### src/rtl/gray_stream_ctrl_if.sv
// Bundle of control, pixel-in, datapath and gray-out signals for gray_stream_ctrl.
// The "master" modport is the controller's view; "slave" is the surrounding system.
// Optional macro GRAY_PERF_EN adds the stall/starve performance counters.
interface gray_stream_ctrl_if #(
    parameter int CNT_W = 22
);
    logic             start;
    logic [CNT_W-1:0] num_pixels;
    logic             busy;
    logic             done;
    logic             in_valid;
    logic             in_ready;
    logic [23:0]      in_data;
    logic [31:0]      cv_r;
    logic [31:0]      cv_g;
    logic [31:0]      cv_b;
    logic [31:0]      cv_result;
    logic             out_valid;
    logic             out_ready;
    logic [7:0]       out_data;
    logic             out_last;
`ifdef GRAY_PERF_EN
    logic [31:0]      stall_cycles;
    logic [31:0]      starve_cycles;
`endif

    modport master (
        input  start, num_pixels, in_valid, in_data, cv_result, out_ready,
        output busy, done, in_ready, cv_r, cv_g, cv_b, out_valid, out_data, out_last
`ifdef GRAY_PERF_EN
        , output stall_cycles, starve_cycles
`endif
    );

    modport slave (
        output start, num_pixels, in_valid, in_data, cv_result, out_ready,
        input  busy, done, in_ready, cv_r, cv_g, cv_b, out_valid, out_data, out_last
`ifdef GRAY_PERF_EN
        , input stall_cycles, starve_cycles
`endif
    );
endinterface

### src/rtl/gray_stream_ctrl.sv
// Frame sequencer for the RGB-to-gray datapath: one pixel stage feeding the
// external combinational converter, a small output FIFO and a backpressured
// 8-bit gray stream. Optional macro GRAY_PERF_EN adds stall/starve counters.
module gray_stream_ctrl #(
    parameter int CNT_W     = 22,
    parameter int OUT_DEPTH = 2
) (
    input logic                clk,
    input logic                rst,
    gray_stream_ctrl_if.master bus
);
    localparam int              PTR_W    = $clog2(OUT_DEPTH);
    localparam logic [PTR_W:0]  FULL_CNT = (PTR_W+1)'(OUT_DEPTH);

    typedef enum logic [1:0] {IDLE, RUN, DRAIN, DONE} state_t;

    state_t           state_q, state_d;
    logic [CNT_W-1:0] len_q, len_d;
    logic [CNT_W-1:0] acc_cnt_q, acc_cnt_d;
    logic [CNT_W-1:0] out_cnt_q, out_cnt_d;

    logic             s1_valid_q, s1_valid_d;
    logic             s1_last_q, s1_last_d;
    logic [7:0]       s1_r_q, s1_r_d;
    logic [7:0]       s1_g_q, s1_g_d;
    logic [7:0]       s1_b_q, s1_b_d;

    logic [7:0]       buf_data_q [OUT_DEPTH];
    logic             buf_last_q [OUT_DEPTH];
    logic [PTR_W-1:0] wr_ptr_q, rd_ptr_q;
    logic [PTR_W:0]   count_q;

    logic             buf_full, buf_empty, pop, s1_adv, accept, in_ready_c, last_pix;
    logic [7:0]       sat_res;

    assign buf_full   = (count_q == FULL_CNT);
    assign buf_empty  = (count_q == '0);
    assign pop        = !buf_empty && bus.out_ready;
    assign s1_adv     = s1_valid_q && (!buf_full || pop);
    assign in_ready_c = (state_q == RUN) && (acc_cnt_q < len_q) && (!s1_valid_q || s1_adv);
    assign accept     = bus.in_valid && in_ready_c;
    assign last_pix   = (acc_cnt_q == len_q - CNT_W'(1));
    assign sat_res    = (bus.cv_result > 32'd255) ? 8'hFF : bus.cv_result[7:0];

    assign bus.busy      = (state_q == RUN) || (state_q == DRAIN);
    assign bus.done      = (state_q == DONE);
    assign bus.in_ready  = in_ready_c;
    assign bus.cv_r      = {24'd0, s1_r_q};
    assign bus.cv_g      = {24'd0, s1_g_q};
    assign bus.cv_b      = {24'd0, s1_b_q};
    assign bus.out_valid = !buf_empty;
    assign bus.out_data  = buf_data_q[rd_ptr_q];
    assign bus.out_last  = buf_last_q[rd_ptr_q];

    // Frame sequencing: latch length on start, count accepts and pops, pick next state
    always_comb begin
        state_d   = state_q;
        len_d     = len_q;
        acc_cnt_d = acc_cnt_q;
        out_cnt_d = out_cnt_q;
        if (pop) begin
            out_cnt_d = out_cnt_q + CNT_W'(1);
        end
        case (state_q)
            IDLE: begin
                if (bus.start) begin
                    len_d     = bus.num_pixels;
                    acc_cnt_d = '0;
                    out_cnt_d = '0;
                    if (bus.num_pixels == '0) begin
                        state_d = DONE;
                    end else begin
                        state_d = RUN;
                    end
                end
            end
            RUN: begin
                if (accept) begin
                    acc_cnt_d = acc_cnt_q + CNT_W'(1);
                    if (last_pix) begin
                        state_d = DRAIN;
                    end
                end
            end
            DRAIN: begin
                if (out_cnt_q == len_q) begin
                    state_d = DONE;
                end
            end
            DONE:    state_d = IDLE;
            default: state_d = IDLE;
        endcase
    end

    // Pixel stage: empties when its result moves to the FIFO, reloads on accept in the same cycle
    always_comb begin
        s1_valid_d = s1_valid_q;
        s1_last_d  = s1_last_q;
        s1_r_d     = s1_r_q;
        s1_g_d     = s1_g_q;
        s1_b_d     = s1_b_q;
        if (s1_adv) begin
            s1_valid_d = 1'b0;
        end
        if (accept) begin
            s1_valid_d = 1'b1;
            s1_r_d     = bus.in_data[23:16];
            s1_g_d     = bus.in_data[15:8];
            s1_b_d     = bus.in_data[7:0];
            s1_last_d  = last_pix;
        end
    end

    // Control and stage registers
    always_ff @(posedge clk) begin
        if (rst) begin
            state_q    <= IDLE;
            len_q      <= '0;
            acc_cnt_q  <= '0;
            out_cnt_q  <= '0;
            s1_valid_q <= 1'b0;
            s1_last_q  <= 1'b0;
            s1_r_q     <= '0;
            s1_g_q     <= '0;
            s1_b_q     <= '0;
        end else begin
            state_q    <= state_d;
            len_q      <= len_d;
            acc_cnt_q  <= acc_cnt_d;
            out_cnt_q  <= out_cnt_d;
            s1_valid_q <= s1_valid_d;
            s1_last_q  <= s1_last_d;
            s1_r_q     <= s1_r_d;
            s1_g_q     <= s1_g_d;
            s1_b_q     <= s1_b_d;
        end
    end

    // Output FIFO: power-of-two depth so pointers wrap by natural overflow
    always_ff @(posedge clk) begin
        if (rst) begin
            for (int i = 0; i < OUT_DEPTH; i++) begin
                buf_data_q[i] <= '0;
                buf_last_q[i] <= 1'b0;
            end
            wr_ptr_q <= '0;
            rd_ptr_q <= '0;
            count_q  <= '0;
        end else begin
            if (s1_adv) begin
                buf_data_q[wr_ptr_q] <= sat_res;
                buf_last_q[wr_ptr_q] <= s1_last_q;
                wr_ptr_q             <= wr_ptr_q + PTR_W'(1);
            end
            if (pop) begin
                rd_ptr_q <= rd_ptr_q + PTR_W'(1);
            end
            case ({s1_adv, pop})
                2'b10:   count_q <= count_q + (PTR_W+1)'(1);
                2'b01:   count_q <= count_q - (PTR_W+1)'(1);
                default: count_q <= count_q;
            endcase
        end
    end

`ifdef GRAY_PERF_EN
    logic [31:0] stall_q, starve_q;

    // Saturating stall/starve counters, cleared when a new frame is started
    always_ff @(posedge clk) begin
        if (rst) begin
            stall_q  <= '0;
            starve_q <= '0;
        end else if (state_q == IDLE && bus.start) begin
            stall_q  <= '0;
            starve_q <= '0;
        end else begin
            if (bus.busy && !buf_empty && !bus.out_ready && stall_q != '1) begin
                stall_q <= stall_q + 32'd1;
            end
            if (state_q == RUN && acc_cnt_q < len_q && !bus.in_valid && starve_q != '1) begin
                starve_q <= starve_q + 32'd1;
            end
        end
    end

    assign bus.stall_cycles  = stall_q;
    assign bus.starve_cycles = starve_q;
`else
    // Performance counters are not built in this configuration.
`endif
endmodule

### src/flat_wrapper.sv
// flat-port wrapper written by rule: the top's interface ports become plain ports
module gray_stream_ctrl_flat 
#(
    parameter int CNT_W     = 22,
    parameter int OUT_DEPTH = 2
)
  (clk, rst, bus_start, bus_num_pixels, bus_in_valid, bus_in_data, bus_cv_result, bus_out_ready, bus_busy, bus_done, bus_in_ready, bus_cv_r, bus_cv_g, bus_cv_b, bus_out_valid, bus_out_data, bus_out_last);
  gray_stream_ctrl_if #(.CNT_W(CNT_W)) bus_i ();
  input logic clk;
  input logic rst;
  input wire logic [$bits(bus_i.start)-1:0] bus_start;
  input wire logic [$bits(bus_i.num_pixels)-1:0] bus_num_pixels;
  input wire logic [$bits(bus_i.in_valid)-1:0] bus_in_valid;
  input wire logic [$bits(bus_i.in_data)-1:0] bus_in_data;
  input wire logic [$bits(bus_i.cv_result)-1:0] bus_cv_result;
  input wire logic [$bits(bus_i.out_ready)-1:0] bus_out_ready;
  output wire logic [$bits(bus_i.busy)-1:0] bus_busy;
  output wire logic [$bits(bus_i.done)-1:0] bus_done;
  output wire logic [$bits(bus_i.in_ready)-1:0] bus_in_ready;
  output wire logic [$bits(bus_i.cv_r)-1:0] bus_cv_r;
  output wire logic [$bits(bus_i.cv_g)-1:0] bus_cv_g;
  output wire logic [$bits(bus_i.cv_b)-1:0] bus_cv_b;
  output wire logic [$bits(bus_i.out_valid)-1:0] bus_out_valid;
  output wire logic [$bits(bus_i.out_data)-1:0] bus_out_data;
  output wire logic [$bits(bus_i.out_last)-1:0] bus_out_last;
  assign bus_i.start = bus_start;
  assign bus_i.num_pixels = bus_num_pixels;
  assign bus_i.in_valid = bus_in_valid;
  assign bus_i.in_data = bus_in_data;
  assign bus_i.cv_result = bus_cv_result;
  assign bus_i.out_ready = bus_out_ready;
  assign bus_busy = bus_i.busy;
  assign bus_done = bus_i.done;
  assign bus_in_ready = bus_i.in_ready;
  assign bus_cv_r = bus_i.cv_r;
  assign bus_cv_g = bus_i.cv_g;
  assign bus_cv_b = bus_i.cv_b;
  assign bus_out_valid = bus_i.out_valid;
  assign bus_out_data = bus_i.out_data;
  assign bus_out_last = bus_i.out_last;
  gray_stream_ctrl #(.CNT_W(CNT_W), .OUT_DEPTH(OUT_DEPTH)) u_core (.clk(clk), .rst(rst), .bus(bus_i));
endmodule
### config.mk
export PLATFORM = sky130hd
export DESIGN_NAME = gray_stream_ctrl_flat
export DESIGN_NICKNAME = d
export VERILOG_FILES = /design/src/rtl/gray_stream_ctrl_if.sv /design/src/rtl/gray_stream_ctrl.sv /design/src/flat_wrapper.sv
export SDC_FILE = /design/constraint.sdc
export NUM_CORES = 1
export LEC_CHECK = 0
export CAP_MARGIN = 5
export CORE_MARGIN = 2
export CORE_UTILIZATION = 46
export CTS_CLUSTER_DIAMETER = 80
export CTS_CLUSTER_SIZE = 40
export DETAILED_ROUTE_END_ITERATION = 8
export PLACE_DENSITY = 0.77
export SETUP_SLACK_MARGIN = 0.02
export SLEW_MARGIN = 20
export SYNTH_ARGS = -nofsm -noshare
export SYNTH_HDL_FRONTEND = slang
export SYNTH_SLANG_ARGS = --single-unit
export TNS_END_PERCENT = 50
### constraint.sdc
create_clock -name clk -period 3 [get_ports clk]
set_input_delay 0.3 -clock clk [delete_from_list [all_inputs] [get_ports clk]]
set_output_delay 0.3 -clock clk [all_outputs]
set_load 0.05 [all_outputs]
==> impl_results.md, run 1 <==
- Number of global-route vias before repair: 5763
- WL final: 18.2 mm
- Leak pwr: 0.00357 uW
- Max-Cap Viols: 0
- Initial antenna violation count: 0
- Kind of end point of the critical path: output pin
- Number of nets with antenna violations after routing: 0
- Sum Neg Setup Slack: 0 ps
- WL per Instance: 15.7 um
- Warnings from Yosys: 0
- Clk Latency, worst-skew pair: 430 ps
- Core Rows: 45
- DR pass1 iterations: 5
- Num CTS Buffers: 17
- Post-synth EDFFs: 18
- CTS sink count: 117
- First-pass GRT wire length: 28.7 mm
- Final HPWL DP: 13.5 mm
- Cell Count, Final, Fillers Out: 1161
- Die ar.: 16400 um2
- Placed cell count: 1128
- Critical path's largest stage delay: 440 ps
- GRT Util Overall: 22.6%
- Setup Crit Path Kind: reg -> out
- Initial core utilization: 46.9%
- Total congestion overflow: 0
- CP Data Arrival Time: 2540 ps
- Worst-path clk slew: 60 ps
- CTS tree: built
- Most common cell after layout, fill and taps aside: clkdlybuf4s50_1
- Largest net degree at the start of global routing: 57
- Post-synthesis cell type count: 63
- Hold Buf Count CTS: 0
- CTS Root Cell: clkbuf_16
- Share of cells above drive strength 1: 10.6%
- Layout Skew: 7.80 ps
- CP required: 2700 ps
- Status: finished, final reports clean
- Sequential-to-total area share from yosys stat: 35.7%
- Most used DFF post-synth: dfxtp_1
- Area grow syn2layout: 26.8%
- Final net count: 1073
- Slew headroom: 51.3%
- Tcrit/Tclk final: 94.7%
- Filler instances: 1287
- Pwr per Cell Area: 726 nW/um2
- Setup crit start kind: register
- Fraction of registers with async set/reset: 0%
- Die Span X: 128 um
- Fin crit period: 2840 ps
- Max Fclk: 352 MHz
- Post-synthesis average cell area: 8.57 um2
- Vias per std cell: 5.28
- Slew @ Worst Pin: 729 ps
- Final setup vio count: 0
- Maximum resistive drop on vdd: 454 uV
- I/O pin cnt: 192
- Post-Synthesis Cells: 825
- Cell family with the largest share of critical-path delay: simple AND/OR/NAND/NOR gates
- Fin util: 59.4%
- Routability cong.: 0.946
- Final hold slack: 278 ps
- Max FO, Critical Path: 5
- Remaining DRCs: 0
- Commonest cells after routing, fill and taps aside: 117 x clkdlybuf4s50_1, 104 x nor2_1, 95 x dfxtp_1, 80 x nand2_1, 72 x conb_1
- Die H: 128 um
- Clk buf depth: 2
- Slowest CP cell: dfxtp_1
- Hold Crit Class: in -> reg
- Syn Std Cell Area: 7070 um2
- WP buf/inv: 3
- Final Slew Violations: 0
- RSZ-0062 raised after global routing: true
- Depth of the CTS H-tree: 4
- Count of final hold-check violations: 0
- Crit path cell chain: inv_1 -> ha_1 -> nand4_1 -> nor3_1 -> o311a_2 -> a211oi_1 -> buf_4 -> buf_12
- Initial DRC Count: 464
- Register bit total from synthesis: 117
- Core area: 15100 um2
- Number of diodes: 0
- # port buffers: 119
- Routed vias: 6132
-- stage by stage --
step                setup slack (ps)  total power, uW  area [um2]
detailed placement               166             4360        8310
floorplan                       71.5             3700        7340
CTS                             60.5             6510        8940
finish                           159             6510        8970
global placement                 160             4330        8310
global route                    18.2             6780        8970
-- layout make-up --
class	count	area (um2)	area share, %
multi-input cells	630	3940	43.9
flip-flops and latches	117	2530	28.2
repair buffers	157	1490	16.7
clock buffers	22	528	5.89
well taps	188	235	2.62
inverters	37	139	1.55
clock inverters	10	105	1.17
-- sequential cells by signal, indices dropped and copies added, names as in the netlist, named ones only --
register,flops
u_core.s1_valid_q,1
u_core.s1_r_q,8
u_core.buf_data_q,16
u_core.acc_cnt_q,22
u_core.s1_last_q,1
u_core.s1_b_q,8
u_core.out_cnt_q,22
u_core.len_q,22
u_core.count_q,2
u_core.state_q,2
u_core.s1_g_q,8
u_core.rd_ptr_q,1
u_core.wr_ptr_q,1
u_core.buf_last_q,2
-- routing by layer --
metal | vias up | global-route usage [%] | wire length, um
li1 | 2950 | - | -
met1 | 2850 | 27.6 | 7800
met3 | 64 | 5.43 | 1140
met2 | 268 | 36.9 | 8500
met5 | - | 0 | 0
met4 | 0 | 12.3 | 753
-- cell usage after synthesis, types with 2 or more instances --
library cell / count / area share [%]
xnor2_1: 47 / 5.8
a211oi_1: 2 / 0.21
nand2b_1: 2 / 0.18
nor2_1: 105 / 5.6
or4_1: 8 / 0.85
or3_1: 4 / 0.35
a211o_1: 3 / 0.37
o211ai_1: 2 / 0.21
and4_1: 7 / 0.87
o211a_1: 2 / 0.28
dfxtp_1: 99 / 28
nor3_1: 12 / 0.85
mux2i_1: 27 / 3.8
a21oi_1: 45 / 3.2
clkbuf_1: 26 / 1.4
xor2_1: 41 / 5.1
clkbuf_8: 4 / 0.78
clkbuf_2: 3 / 0.21
ha_1: 30 / 5.3
o21ai_0: 11 / 0.78
buf_2: 3 / 0.21
inv_1: 37 / 2.0
and3_1: 11 / 0.97
nand4_1: 21 / 1.9
buf_6: 3 / 0.48
nor2b_1: 3 / 0.27
and2_1: 4 / 0.35
o31ai_1: 6 / 0.64
nand2_1: 80 / 4.2
nor4_1: 17 / 1.5
edfxtp_1: 18 / 7.6
a32oi_1: 2 / 0.25
buf_4: 72 / 7.6
nor4_4: 2 / 0.60
mux2_2: 10 / 1.6
nand3_1: 29 / 2.1
-- cell families (layout without fill, tap and decap cells) --
kind of cell	Yosys count	after routing	share of synthesized area [%]
XOR/XNOR	88	88	10.9
multiplexers	37	37	5.41
other	1	72	0.0530
flip-flops	117	117	35.7
AND/OR/NAND/NOR	313	313	21.7
AO/OA/AOI/OAI	90	90	8.25
buffers and inverters	149	226	12.7
adder cells (fa/ha/maj)	30	30	5.31
-- report_power, final --
| group | switching [uW] | total (uW) | internal [uW] | leakage, uW |
|---|---|---|---|---|
| clock network | 783 | 2130 | 1350 | 0.000307 |
| logic | 1540 | 2490 | 948 | 0.00227 |
| registers | 141 | 1890 | 1750 | 0.000991 |
| total | 2470 | 6510 | 4040 | 0.00357 |
-- path summary, 6_finish.rpt --
kind,from,end,slack (ps),cells after the start
setup reg to reg,u_core.len_q[1],u_core.state_q[1],170,10
setup / recovery,u_core.len_q[21],bus_in_ready,160,8
hold reg to reg,u_core.s1_r_q[7],u_core.s1_r_q[7],490,2
hold / removal,rst,u_core.state_q[0],280,3
-- tightest hold or removal path, delay by kind of cell --
| family | cells | cell delay (ps) |
|---|---|---|
| buffers and inverters | 2 | 210 |
| AOI/OAI and AO/OA | 1 | 150 |
-- what timing repair did --
item / in CTS / in global routing
resized for setup: 0 / 8
setup endpoints to repair: 0 / 9
setup buffers: 0 / 1
(Power assumes the default switching activity.)
==> inputs of run 2 (changes only) <==
--- a/config.mk
+++ b/config.mk
@@ -13,8 +13,9 @@
 export DETAILED_ROUTE_END_ITERATION = 8
 export PLACE_DENSITY = 0.77
 export SETUP_SLACK_MARGIN = 0.02
+export SKIP_LAST_GASP = 1
 export SLEW_MARGIN = 20
 export SYNTH_ARGS = -nofsm -noshare
 export SYNTH_HDL_FRONTEND = slang
 export SYNTH_SLANG_ARGS = --single-unit
-export TNS_END_PERCENT = 50
+export TNS_END_PERCENT = 30
==> results of run 2 <==
Final layout, timing and power as in run 1 (identical DEF).
